==> src/rtl/alu_modport_if.sv <==
// Bundles the ALU operands, opcode and registered result.
// master drives operations, slave is the ALU itself, monitor only observes.
interface alu_modport_if #(
  parameter int WIDTH = 4,
  parameter int SEL_W = 3,
  parameter int RES_W = WIDTH + 2
);
  logic [WIDTH-1:0] A;
  logic [WIDTH-1:0] B;
  logic [SEL_W-1:0] sel;
  logic [RES_W-1:0] result;

  modport master  (output A, output B, output sel, input result);
  modport slave   (input A, input B, input sel, output result);
  modport monitor (input A, input B, input sel, input result);
endinterface

==> src/rtl/alu_modport.sv <==
// Registered 4-bit ALU: result is f(A, B, sel) sampled one clock earlier.
// Operands are zero-extended to RES_W so ADD/INC never overflow and SUB/MUL wrap mod 2^RES_W.
module alu_modport #(
  parameter int WIDTH = 4,
  parameter int SEL_W = 3,
  parameter int RES_W = WIDTH + 2
) (
  input logic         clk,
  input logic         reset,
  alu_modport_if.slave bus
);

  typedef enum logic [SEL_W-1:0] {
    OP_ADD = 3'd0,
    OP_SUB = 3'd1,
    OP_MUL = 3'd2,
    OP_AND = 3'd3,
    OP_OR  = 3'd4,
    OP_XOR = 3'd5,
    OP_NOT = 3'd6,
    OP_INC = 3'd7
  } op_t;

  logic [RES_W-1:0] w_a;
  logic [RES_W-1:0] w_b;
  logic [RES_W-1:0] w_next;
  logic [RES_W-1:0] r_result;

  assign w_a = {{(RES_W-WIDTH){1'b0}}, bus.A};
  assign w_b = {{(RES_W-WIDTH){1'b0}}, bus.B};

  always_comb begin
    w_next = '0;
    case (bus.sel)
      OP_ADD: w_next = w_a + w_b;
      OP_SUB: w_next = w_a - w_b;
      OP_MUL: w_next = w_a * w_b;
      OP_AND: w_next = w_a & w_b;
      OP_OR:  w_next = w_a | w_b;
      OP_XOR: w_next = w_a ^ w_b;
      OP_NOT: w_next = {{(RES_W-WIDTH){1'b0}}, ~bus.A};
      OP_INC: w_next = w_a + RES_W'(1);
      default: w_next = '0;
    endcase
  end

  // Only the register drives the output, so there is no input-to-output combinational path.
  always_ff @(posedge clk) begin
    if (reset) begin
      r_result <= '0;
    end else begin
      r_result <= w_next;
    end
  end

  assign bus.result = r_result;

endmodule

==> src/flat_wrapper.sv <==
// flat-port wrapper written by rule: the top's interface ports become plain ports
module alu_modport_flat 
#(
  parameter int WIDTH = 4,
  parameter int SEL_W = 3,
  parameter int RES_W = WIDTH + 2
)
  (clk, reset, bus_A, bus_B, bus_sel, bus_result);
  alu_modport_if #(.WIDTH(WIDTH), .SEL_W(SEL_W), .RES_W(RES_W)) bus_i ();
  input logic clk;
  input logic reset;
  input wire logic [$bits(bus_i.A)-1:0] bus_A;
  input wire logic [$bits(bus_i.B)-1:0] bus_B;
  input wire logic [$bits(bus_i.sel)-1:0] bus_sel;
  output wire logic [$bits(bus_i.result)-1:0] bus_result;
  assign bus_i.A = bus_A;
  assign bus_i.B = bus_B;
  assign bus_i.sel = bus_sel;
  assign bus_result = bus_i.result;
  alu_modport #(.WIDTH(WIDTH), .SEL_W(SEL_W), .RES_W(RES_W)) u_core (.clk(clk), .reset(reset), .bus(bus_i));
endmodule
==> config.mk <==
export PLATFORM = sky130hd
export DESIGN_NAME = alu_modport_flat
export DESIGN_NICKNAME = d
export VERILOG_FILES = /design/src/rtl/alu_modport_if.sv /design/src/rtl/alu_modport.sv /design/src/flat_wrapper.sv
export SDC_FILE = /design/constraint.sdc
export NUM_CORES = 1
export LEC_CHECK = 0
export ABC_AREA = 1
export BUFFER_PORTS_ARGS = -buffer_cell sky130_fd_sc_hd__buf_2
export CELL_PAD_IN_SITES_DETAIL_PLACEMENT = 0
export CELL_PAD_IN_SITES_GLOBAL_PLACEMENT = 1
export CORE_UTILIZATION = 36
export CTS_CLUSTER_SIZE = 14
export DETAILED_ROUTE_END_ITERATION = 8
export PLACE_DENSITY_LB_ADDON = 0.12
export SLEW_MARGIN = 20
export SYNTH_ARGS = -nofsm -noshare
export SYNTH_HDL_FRONTEND = slang
export SYNTH_SLANG_ARGS = --single-unit
==> constraint.sdc <==
create_clock -name clk -period 3 [get_ports clk]
set_input_delay 0.9 -clock clk [delete_from_list [all_inputs] [get_ports clk]]
set_output_delay 0.9 -clock clk [all_outputs]
set_load 0.05 [all_outputs]
Yosys cells after proc, flatten, opt, wreduce, memory -nomap -nowiden
Cells that the tools add are included.
{"block": "totals", "input_bits": 13, "word_cells": 18, "output_inout_bits": 6, "ff_bits": 6}
{"block": "op_classes", "addsub": 3, "reduce_logical": 1, "muxes": 1, "n_eq_ne": 7, "mul": 1, "n_bitwise": 4}
{"op": "case mux 6 bit (8 select lines)", "n": 1}
{"op": "== test 3 bit, second input constant", "n": 4}
{"op": "== test 3 x 2 -> 1 bit, second input constant", "n": 2}
{"op": "multiplier 4 x 4 -> 6 bit", "n": 1}
{"op": "adder 4 x 1 -> 5 bit, second input constant", "n": 1}
{"op": "adder 4 x 4 -> 5 bit", "n": 1}
{"op": "subtractor 4 x 4 -> 5 bit", "n": 1}
{"op": "AND 4 bit", "n": 1}
{"op": "NOT 4 bit", "n": 1}
{"op": "OR 4 bit", "n": 1}
{"op": "XOR 4 bit", "n": 1}
{"op": "== test 3 x 1 -> 1 bit, second input constant", "n": 1}
{"op": "zero test 3 bit", "n": 1}

Logic depth before layout (Yosys ltp)
{"block": "logic_depth", "word_depth": 2, "ltp_mapped": 14, "depth_no_buf": 14}

Worst setup path after synthesis
OpenSTA, ideal clock, no wires.
{"block": "synth_timing", "kind": "input-to-reg", "start": "in bus_B[3]", "end": "reg u_core.r_result[4], in the netlist u_core.bus.result[4]", "setup_time_ns": 0.121, "path_buffers": 0, "setup_slack_ns": -0.099, "arrival_ns": 2.978, "required_time_ns": 2.879, "cell_stages": 8, "path_cell_list": "nand2_1 > fa_1 > inv_1 > fa_1 > fa_1 > or2_2 > a31oi_1 > a21oi_1"}
{"block": "synth_via", "elab_chain_len": 2, "word_cells_on_any_way": 4, "classes_between": "add/sub (2); mul (1); mux (1)"}
{"element": "from (decl)", "line": "flat_wrapper.sv:13", "rtl": "input wire logic [$bits(bus_i.B)-1:0] bus_B;"}
{"element": "multiplier 4 x 4 -> 6 bit (tied with other cells)", "line": "alu_modport.sv:37", "rtl": "OP_MUL: w_next = w_a * w_b;"}
{"element": "case mux 6 bit (8 select lines) (*)", "line": "alu_modport.sv:34", "rtl": "case (bus.sel)"}
{"element": "to (signal assigned)", "line": "alu_modport.sv:52", "rtl": "r_result <= w_next;"}
{"element": "to (decl)", "line": "alu_modport.sv:27", "rtl": "logic [RES_W-1:0] r_result;"}
Mark *: on every way between the ends. The rest lies on a longest branch, timed or not.
A chain may end at the register's enable or synchronous reset.

Worst setup path after layout
{"block": "layout_timing", "start": "in bus_B[1]", "end": "reg u_core.r_result[5], in the netlist u_core.bus.result[5]"}
{"block": "layout_via", "elab_chain_len": 2, "word_cells_on_any_way": 3, "classes_between": "add/sub (1); mul (1); mux (1)"}
{"element": "multiplier 4 x 4 -> 6 bit / subtractor 4 x 4 -> 5 bit (equally long branches)", "line": "alu_modport.sv:37, alu_modport.sv:36"}
{"element": "case mux 6 bit (8 select lines) (*)", "line": "alu_modport.sv:34"}
Marks and branches as above.

==> results.md <==
- Syn nets: 221
- Number of fillers in the final layout: 334
- Number of nets in the layout: 259
- First-pass GRT wire length: 5292 um
- Post-synthesis instance total: 179
- Worst path cell trace: buf_6 -> nand2_4 -> fa_1 -> inv_2 -> fa_1 -> ha_1 -> nand2_1 -> inv_1 -> a21oi_2 -> inv_1 -> nand2_1 -> nand3_1 -> a21oi_2
- DRC violations left: 0
- Pwr Density: 271.9 mW/mm^2
- Final setup viols: 0
- Syn Area/Cell: 6.508 sq um
- Setup crit end kind: flop
- FF/Latch Area: 120.1 sq um
- Core Box Area: 0.003053 sq mm
- Row cnt: 20
- Tcrit/Tclk final: 0.9660
- Most common cell after layout, fill and taps aside: nand2_1
- Diodes inserted: 0
- Die height: 58.89 um
- Total number of vias: 1231
- Vias in the first global route: 1191
- CP Class: in2reg
- Rel. slew slack: 0.7457
- GR Util All Layers: 0.2035
- Via/cell ratio: 4.753
- Final Wtd Congestion: 0.8401
- Sequential share of the synthesized area: 0.1031
- Drt total wl: 3225 um
- HP Class: in2reg
- I/O pins: 19
- CTS H-tree lvls: 1
- Slowest cell on crit path: fa_1
- Clk buf depth: 2
- Post-DRT Antenna Nets: 0
- Num CTS Buffers: 3
- Critical path peak fanout: 4
- Hold buffers post-CTS: 0
- Max incr delay on CP: 540 ps
- HPWL Detailed: 2646 um
- Critical Path Start Type: primary input
- Largest delay share family, worst path: adder cells
- P&R area growth vs syn: 30.29%
- Arr. time, crit path: 3080 ps
- Most frequent cells in the layout: 44 x nand2_1, 38 x inv_1, 22 x ha_1
- DR WL/cell: 12.45 um
- Leakage: 0.8965 nW
- Tmin final: 2898 ps
- Initial core utilization: 0.3816
- Least-Margin Pin Slew: 381.4 ps
- Unique masters post-synth: 20
- Root Driver: clkbuf_4
- Outcome: complete, no violations
- TritonCTS clock tree: done
- Layout cells sized above 1: 0.2326
- Die X: 58.89 um
- Final setup margin: 102.0 ps
- Fin. Hold Viols: 0
- Initial antenna violation count: 0
- Final Max Tran Viols: 0
- Max Cap Violations: 0
- Worst EP required: 3190 ps
- Pre-CTS setup slack: -219.4 ps
- DRT Pass-1 Iters: 4
- Number of flip-flops in the largest register: 6
- Port Buf Inserts: 18
- Mapped cell area: 0.001165 sq mm
- 1st-iter DRT viols: 70
- Fmax achieved: 345.1 MHz
- Worst-path clk slew: 40 ps
- GRT Residual Overflow: 0
- VDD IR max: 0.09014 mV
- Multi-input gate area: 947.2 sq um
- Layout Utilization: 0.4971
- Yosys reg bits: 6
- CP Buf/Inv Count: 4
- RSZ-0062 raised after global routing: no
- Die ar.: 0.003467 sq mm
- TritonCTS sink count: 6
- Maximum number of pins on one net before global-route repair: 8
- Yosys warns: 0
## area by class of cell
type                    instances  share of cell area
multi-input cells             133              0.6241
repair buffers                 33              0.1467
inverters                      40             0.09893
flip-flops and latches          6             0.07914
well taps                      44             0.03627
clock buffers                   3             0.01484
## worst paths after layout
path | from | endpoint | slack (ps) | cells past startpoint
setup / recovery | bus_B[1] | u_core.bus.result[5] | 100 | 13
hold / removal | reset | u_core.bus.result[5] | 820 | 2
## report_power, final
part           switching [W]  internal, W  total (W)
Clock              0.0000298    0.0000453  0.0000750
Combinational       0.000152    0.0000968   0.000249
Sequential        0.00000153    0.0000875  0.0000891
Total               0.000183     0.000230   0.000413
## cells by family (layout without fill, tap and decap cells)
family                   count (synthesis)  in the layout  synth area share
adder cells (fa/ha/maj)                 29             29            0.3502
AND/OR/NAND/NOR                         82             82            0.3061
AO/OA/AOI/OAI                           21             21            0.1042
flip-flops                               6              6            0.1031
XOR/XNOR                                 1              1          0.007520
buffers and inverters                   40             76            0.1289
## stage by stage
step / power [W] / cells / hold WS [ps] / area (sq um) / TNS [ps]
3_5_place_dp: 0.0003140 / 256 / 1085 / 1425 / -565.3
4_1_cts: 0.0003917 / 259 / 817.8 / 1448 / 0
6_report: 0.0004127 / 259 / 820.2 / 1518 / 0
5_1_grt: 0.0004536 / 259 / 805.1 / 1518 / 0
3_3_place_gp: 0.0003106 / 256 / 1077 / 1425 / -568.5
2_1_floorplan: 0.0002372 / 179 / 969.1 / 1167 / 0
## per-layer routing
metal  wire length, um  track usage  share of wire  vias to the layer above
met3               126      0.03956          0.039                        2
met4                36      0.06122          0.011                        0
met1              1543       0.2796           0.48                      559
met2              1519       0.3214           0.47                       32
met5                 0            0              0                        -
li1                  -            -              -                      638
## cell usage after synthesis
cell / count / area [sq um]
inv_2: 1 / 3.750
nand2_1: 47 / 176.4
a31oi_1: 4 / 25.02
ha_1: 23 / 287.8
dfxtp_1: 6 / 120.1
nor3_1: 1 / 5.000
inv_1: 39 / 146.4
xnor2_1: 1 / 8.760
nand3_1: 19 / 95.09
nor3_4: 1 / 16.27
nor3b_1: 1 / 7.510
o221ai_1: 1 / 8.760
o21ai_2: 1 / 8.760
nor2_1: 10 / 37.54
or2_2: 2 / 12.51
o21ai_0: 5 / 25.02
or2_0: 1 / 6.260
a21oi_1: 9 / 45.04
o2111ai_1: 1 / 8.760
fa_1: 6 / 120.1
## timing repair
item | CTS | global route
setup endpoints to repair | 0 | 3
hold endpoints to repair | 0 | 0
buffers inserted | 0 | 0
gates resized for setup | 0 | 19
(Power assumes the default switching activity.)
